[src/rtl/alu_arbiter.sv]
// Round-robin arbiter that lets two cores share one combinational ALU.
// Each operation goes through three states: accept in IDLE, execute for one cycle, then hold the response until the core takes it.
module alu_arbiter #(
    parameter int W_CPU    = 32,
    parameter int W_OPCODE = 6
) (
    input  logic                  clk,
    input  logic                  reset,
    input  logic [1:0]            req_valid,
    output logic [1:0]            req_ready,
    input  logic [2*W_OPCODE-1:0] req_op,
    input  logic [2*W_CPU-1:0]    req_a,
    input  logic [2*W_CPU-1:0]    req_b,
    output logic [1:0]            rsp_valid,
    input  logic [1:0]            rsp_ready,
    output logic [W_CPU-1:0]      rsp_r,
    output logic                  rsp_overflow,
    output logic                  rsp_zero,
    output logic [W_OPCODE-1:0]   alu_op,
    output logic [W_CPU-1:0]      alu_a,
    output logic [W_CPU-1:0]      alu_b,
    input  logic [W_CPU-1:0]      alu_r,
    input  logic                  alu_overflow,
    input  logic                  alu_zero,
    output logic                  busy,
    output logic                  grant_id
);

    typedef enum logic [1:0] {IDLE, EXEC, RESP} state_t;

    state_t              state_q, state_d;
    logic                last_grant_q, last_grant_d;
    logic                grant_id_q, grant_id_d;
    logic [W_OPCODE-1:0] op_q, op_d;
    logic [W_CPU-1:0]    a_q, a_d;
    logic [W_CPU-1:0]    b_q, b_d;
    logic [W_CPU-1:0]    r_q, r_d;
    logic                ovf_q, ovf_d;
    logic                zero_q, zero_d;
    logic                win;
    logic                accept;

    // On a tie the core that was not served last wins.
    always_comb begin
        win = 1'b0;
        case (req_valid)
            2'b10:   win = 1'b1;
            2'b11:   win = ~last_grant_q;
            default: win = 1'b0;
        endcase
        accept    = (state_q == IDLE) && req_valid[win];
        req_ready = 2'b00;
        if (accept) begin
            req_ready[win] = 1'b1;
        end
    end

    always_comb begin
        state_d      = state_q;
        last_grant_d = last_grant_q;
        grant_id_d   = grant_id_q;
        op_d         = op_q;
        a_d          = a_q;
        b_d          = b_q;
        r_d          = r_q;
        ovf_d        = ovf_q;
        zero_d       = zero_q;
        case (state_q)
            IDLE: begin
                if (accept) begin
                    op_d       = win ? req_op[2*W_OPCODE-1:W_OPCODE] : req_op[W_OPCODE-1:0];
                    a_d        = win ? req_a[2*W_CPU-1:W_CPU] : req_a[W_CPU-1:0];
                    b_d        = win ? req_b[2*W_CPU-1:W_CPU] : req_b[W_CPU-1:0];
                    grant_id_d = win;
                    state_d    = EXEC;
                end
            end
            EXEC: begin
                r_d     = alu_r;
                ovf_d   = alu_overflow;
                zero_d  = alu_zero;
                state_d = RESP;
            end
            RESP: begin
                // Only the granted core's rsp_ready matters here.
                if (rsp_ready[grant_id_q]) begin
                    last_grant_d = grant_id_q;
                    state_d      = IDLE;
                end
            end
            default: state_d = IDLE;
        endcase
    end

    always_ff @(posedge clk) begin
        if (reset) begin
            state_q      <= IDLE;
            last_grant_q <= 1'b1;
            grant_id_q   <= 1'b0;
            op_q         <= '0;
            a_q          <= '0;
            b_q          <= '0;
            r_q          <= '0;
            ovf_q        <= 1'b0;
            zero_q       <= 1'b0;
        end else begin
            state_q      <= state_d;
            last_grant_q <= last_grant_d;
            grant_id_q   <= grant_id_d;
            op_q         <= op_d;
            a_q          <= a_d;
            b_q          <= b_d;
            r_q          <= r_d;
            ovf_q        <= ovf_d;
            zero_q       <= zero_d;
        end
    end

    assign alu_op       = op_q;
    assign alu_a        = a_q;
    assign alu_b        = b_q;
    assign rsp_r        = r_q;
    assign rsp_overflow = ovf_q;
    assign rsp_zero     = zero_q;
    assign rsp_valid    = (state_q == RESP) ? (grant_id_q ? 2'b10 : 2'b01) : 2'b00;
    assign busy         = (state_q != IDLE);
    assign grant_id     = grant_id_q;

endmodule

[config.mk]
export PLATFORM = sky130hd
export DESIGN_NAME = alu_arbiter
export DESIGN_NICKNAME = d
export VERILOG_FILES = /design/src/rtl/alu_arbiter.sv
export SDC_FILE = /design/constraint.sdc
export NUM_CORES = 1
export LEC_CHECK = 0
export CORE_AREA = 2 2 114 116
export CTS_CLUSTER_SIZE = 28
export DETAILED_ROUTE_END_ITERATION = 7
export DIE_AREA = 0 0 116 118
export GPL_TIMING_DRIVEN = 0
export PLACE_DENSITY = 0.81
export SLEW_MARGIN = 25
export SYNTH_ARGS = -nofsm -noshare
export SYNTH_HDL_FRONTEND = slang
export SYNTH_SLANG_ARGS = --single-unit
export TNS_END_PERCENT = 100
[constraint.sdc]
create_clock -name clk -period 3.2 [get_ports clk]
set_clock_uncertainty 0.15 [all_clocks]
set_input_delay 0.48 -clock clk [delete_from_list [all_inputs] [get_ports clk]]
set_output_delay 0.48 -clock clk [all_outputs]
set_load 0.02 [all_outputs]
== Word-level counts from Yosys, hierarchy flattened ==
Index checks and enable logic that the tools add are counted.

* Reduce and logical (&&, ||, !) cells: 7
* Multiplexer cells: 16
* Equality and inequality tests: 6
* Bitwise operators: 1
* Magnitude comparators: 3

{| class="wikitable"
|+ Operators by type and width
! cell !! number
|-
| two-way mux 32 bit || 2
|-
| two-way mux 2 bit || 5
|-
| equality test 2 bit (second input constant) || 3
|-
| two-way mux 6 bit || 1
|-
| case mux 2 bit (3 select lines) || 1
|-
| AND reduction 2 bit || 3
|-
| two-way mux 1 bit || 5
|-
| < comparator 1 x 2 -> 1 bit (second input constant) || 2
|-
| != test 2 bit (second input constant) || 2
|-
| equality test 2 x 1 -> 1 bit (second input constant) || 1
|-
| logical AND 1 bit || 2
|-
| logical NOT 2 bit || 1
|-
| case mux 1 bit (2 select lines) || 1
|-
| nonzero test 2 bit || 1
|-
| demux 1 bit (select 1 bit) || 1
|-
| greater-or-equal comparator 1 bit (second input constant) || 1
|-
| inverter 1 bit || 1
|}

* Logic and storage cells: 42
* Bits in registers: 108

== Depth between registers and ports, before layout ==
* Depth after elaboration: 7
* Gate-level depth with buffers: 5
* Depth with buffers taken out: 4

== Worst setup path before layout ==
Ideal clock, no wire load.

* Path type: input-to-output
* Start point: input port req_valid[1]
* End point: output port req_ready[1]
* Data required time: 2.570 ns
* Path buffers: 1
* Data arrival time: 1.176 ns
* Path slack: 1.394 ns
* Stages: 4
* Cells stage by stage: a21boi_2 buf_2 nand2_1 inv_1

* Word-level cells in the longest chain between the ends: 7
* Elaborated cells on any way between the ends: 12
* Classes of those cells: order compare: 2; eq/ne: 2; mux: 6; reduce/logical: 2

{| class="wikitable"
|+ Ends and longest elaborated chain
! what !! RTL line !! RTL
|-
| from (decl) || 9 || <nowiki>input logic [1:0] req_valid,</nowiki>
|-
| equality test 2 bit || 46 || <nowiki>case (req_valid)</nowiki>
|-
| case mux 1 bit (2 select lines) || 46 ||
|-
| < comparator 1 x 2 -> 1 bit (implied by the code) or greater-or-equal comparator 1 bit (tied branches) || 54 || <nowiki>req_ready[win] = 1'b1;</nowiki>
|-
| logical AND 1 bit (implied by the code) || 54 ||
|-
| two-way mux 1 bit (implied by the code) || 54 ||
|-
| demux 1 bit (select 1 bit) || 54 ||
|-
| two-way mux 2 bit (*) || 53 || <nowiki>if (accept) begin</nowiki>
|-
| to (decl) || 10 || <nowiki>output logic [1:0] req_ready,</nowiki>
|}

Mark *: on every way between the ends. The rest lies on a longest branch, timed or not. The select of a mux whose other input is x is not followed.

== Final worst setup path ==
* Start point: input port req_valid[1]
* End point: output port req_ready[0]

Same word-level chain as after synthesis.

==> impl_metrics.csv <==
group,metric,value,unit
run_status,status,"completed",
route,totalWireLength,17620,um
timing,hold_viol,0,
final_layout,drive_above_1_share,0.06342,
synth,ys_types,27,
synth,syn-instance-count,577,
route,vias_per_cell,5.228,
final_layout,diodes,0,
synth,synthTopCellsByCount,"nand3_1, dfxtp_1, a31oi_1",
timing,fin_ws,182.7,ps
worst_setup_path,cpMostUsedCell,"clkdlybuf4s50_1",
worst_setup_path,critPathTopFamily,"buffers and inverters",
clock_network,clockBufferDepth,2,
synth,synthesis.nets,757,
clock_network,cts_made_buffers,9,
timing,finalCriticalPeriod,3017,ps
synth,post-synth-top-area-fraction,0.4723,
placement,placed_area,7676,um2
clock_network,htreeDepth,3,
global_routing,grt_use_total,0.2443,
placement,portBuffers,288,
die,io-pin-count,290,
global_routing,first_global_vias,5218,
worst_setup_path,timing.rr.start,"last_grant_q",
synth,synth_area,4578,um2
synth,synth-main-ff-cell,"dfxtp_1",
placement,hpwl,13130,um
pwr,p_leak,2.793,nW
timing,slew_violations,0,
worst_setup_path,cp_max_fo,8,
clock_network,clk_pin_slew_worst_paths,70,ps
synth,post-synth-top-count-cell,"nand3_1",
clock_network,cts.sinks,108,
synth,synthTopCellsByArea,"dfxtp_1, nand3_1, a31oi_1",
pwr,p_total,3.851,mW
timing,worst_pin_slew,716.4,ps
die,die_y,118,um
route,wl_per_cell,16.70,um
final_layout,fin_nets,1058,
timing,whs,303.2,ps
final_layout,final_cells,1055,
timing,fmax,331.4,MHz
final_layout,final_core_util,0.6457,
worst_setup_path,crit_start,"req_valid[1]",
pwr,max-vdd-ir-drop,0.3363,mV
worst_setup_path,crit_end,"req_ready[0]",
worst_setup_path,cp.depth,5,
worst_setup_path,path_class,"input port to output port",
synth,synth_edf_count,0,
hold_path,hp-class,"register to register",
synth,ys_seq_area_frac,0.4723,
timing,setup_viol,0,
synth,synth.avg_cell_area,7.934,um2
flow_run,maxCapViolations,0,
worst_setup_path,rrSetupSlack,1410,ps
clock_network,cts_hold_buf,0,
worst_setup_path,max_stage_delay,640,ps
timing,relSlewSlack,0.5206,
timing,rsz0062_at_grt,"no",
worst_setup_path,crit_chain,"clkdlybuf4s50_1, nand2b_1, clkbuf_1, and3_1, clkdlybuf4s50_1",
synth,yosys.area.top_type,"dfxtp_1",
worst_setup_path,crit_arrival,2390,ps
worst_setup_path,required,2570,ps
die,core.rowCount,41,
worst_setup_path,crit_path_end_kind,"output port",
die,core,12410,um2
synth,ys_seq_elements,108,
pwr,power_density,480.3,nW/um2
synth,synth_warnings,0,
final_layout,fin_area,8016,um2
die,initial_core_util,0.3688,
clock_network,clock_latency,330,ps
global_routing,grt-ovfl-total,0,
global_routing,grt_pass1_wl,26790,um
global_routing,antenna_found_initial,0,
die,fp.dieW,116,um
synth,async_flop_share,0,
route,first_pass_iters,5,
route,num_vias,5516,
worst_setup_path,reg2reg_to,"alu_a[5]",
clock_network,cts_tree,"done",
die,die_area,13690,um2
worst_setup_path,rr_worst_depth,5,
timing,timing.final.crit_share,0.9429,
placement,post-place-ws,-17.08,ps
global_routing,grt_max_degree,18,
route,drc,0,
placement,dp_cells,1037,
route,postRouteAntennaNets,0,
clock_network,cts_root_buffer,"clkbuf_16",
worst_setup_path,start_kind,"input port",
placement,place_congestion,0.8610,
timing,final.setup.tns,0,ps
worst_setup_path,critPathBufInv,3,
route,drt_iter0_drc,446,
worst_setup_path,crit_slowest_cell,"clkdlybuf4s50_1",
final_layout,syn_to_final_growth,75.10,%
==> kinds of logic after synthesis <==
group / Yosys count / synth area share
flops: 108 / 0.4723
mux: 1 / 0.002186
simple gates: 222 / 0.2304
buf+inv: 65 / 0.07625
compound gates: 181 / 0.2189
==> how the worst min path moves through the flow <==
stage / slack [ps] / startpoint / endpoint / depth (start not counted)
final: 300 / rsp_r[25] / rsp_r[25] / 2
after CTS: 310 / rsp_r[10] / rsp_r[10] / 2
after detailed placement: 300 / rsp_r[10] / rsp_r[10] / 2
after global placement: 290 / rsp_r[10] / rsp_r[10] / 2
after global routing: 330 / rsp_r[2] / rsp_r[2] / 2
after floorplan: 370 / last_grant_q / last_grant_q / 2
==> what timing repair did <==
item / 4_1_cts / 5_1_grt
endpoints found under the setup margin: 1 / 1
gates resized for setup: 1 / 0
buffers inserted: 0 / 2
==> layout make-up <==
cell class | instances | area [um2]
fillers | 1092 | 4398
plain buffers | 63 | 341.6
repair buffers | 290 | 2898
clock inverters | 6 | 88.84
multi-input cells | 404 | 2074
flip-flops and latches | 108 | 2162
clock buffers | 10 | 229.0
well taps | 172 | 215.2
inverters | 2 | 7.507
==> state kept, by name, indices dropped and copies added, names as in the netlist <==
name          flops
alu_a            32
alu_b            32
last_grant_q      1
rsp_zero          1
state_q           2
grant_id          1
rsp_overflow      1
rsp_r            32
alu_op            6
==> layer usage <==
layer  GRT usage  up-vias  share of wire
met1      0.3005     2535           0.40
met4     0.07292        0          0.022
met5           0        -              0
li1            -     2684              -
met2      0.4075      266           0.47
met3     0.07467       31          0.098
==> placed cells by master, fill, tap and decap left out, drive strengths merged <==
cell type      count
a21boi             1
nor2b              2
nor3b              1
buf               30
and2               1
clkinvlp           2
nor2               3
bufinv             2
nand2             69
clkbuf            45
clkdlybuf4s50    288
mux2i              1
clkinv             2
nand3            140
nor3               1
and2b              1
o21ai             71
a21oi             38
nand2b             2
nand3b             1
and3               1
dfxtp            108
o21bai             1
a31oi             70
inv                2
==> report_power, final <==
part	internal (mW)	leakage, nW	switching, mW
Sequential	1.46	0.887	0.0649
Clock	0.687	0.149	0.502
Combinational	0.560	1.76	0.572
==> worst reg2reg max path: stages (launching register included) <==
cell	delay, ps
dfxtp_1	410
nand2b_1	130
clkbuf_1	470
buf_4	290
nand3_1	120
a31oi_1	140
Power figures use the tool's default switching activity.
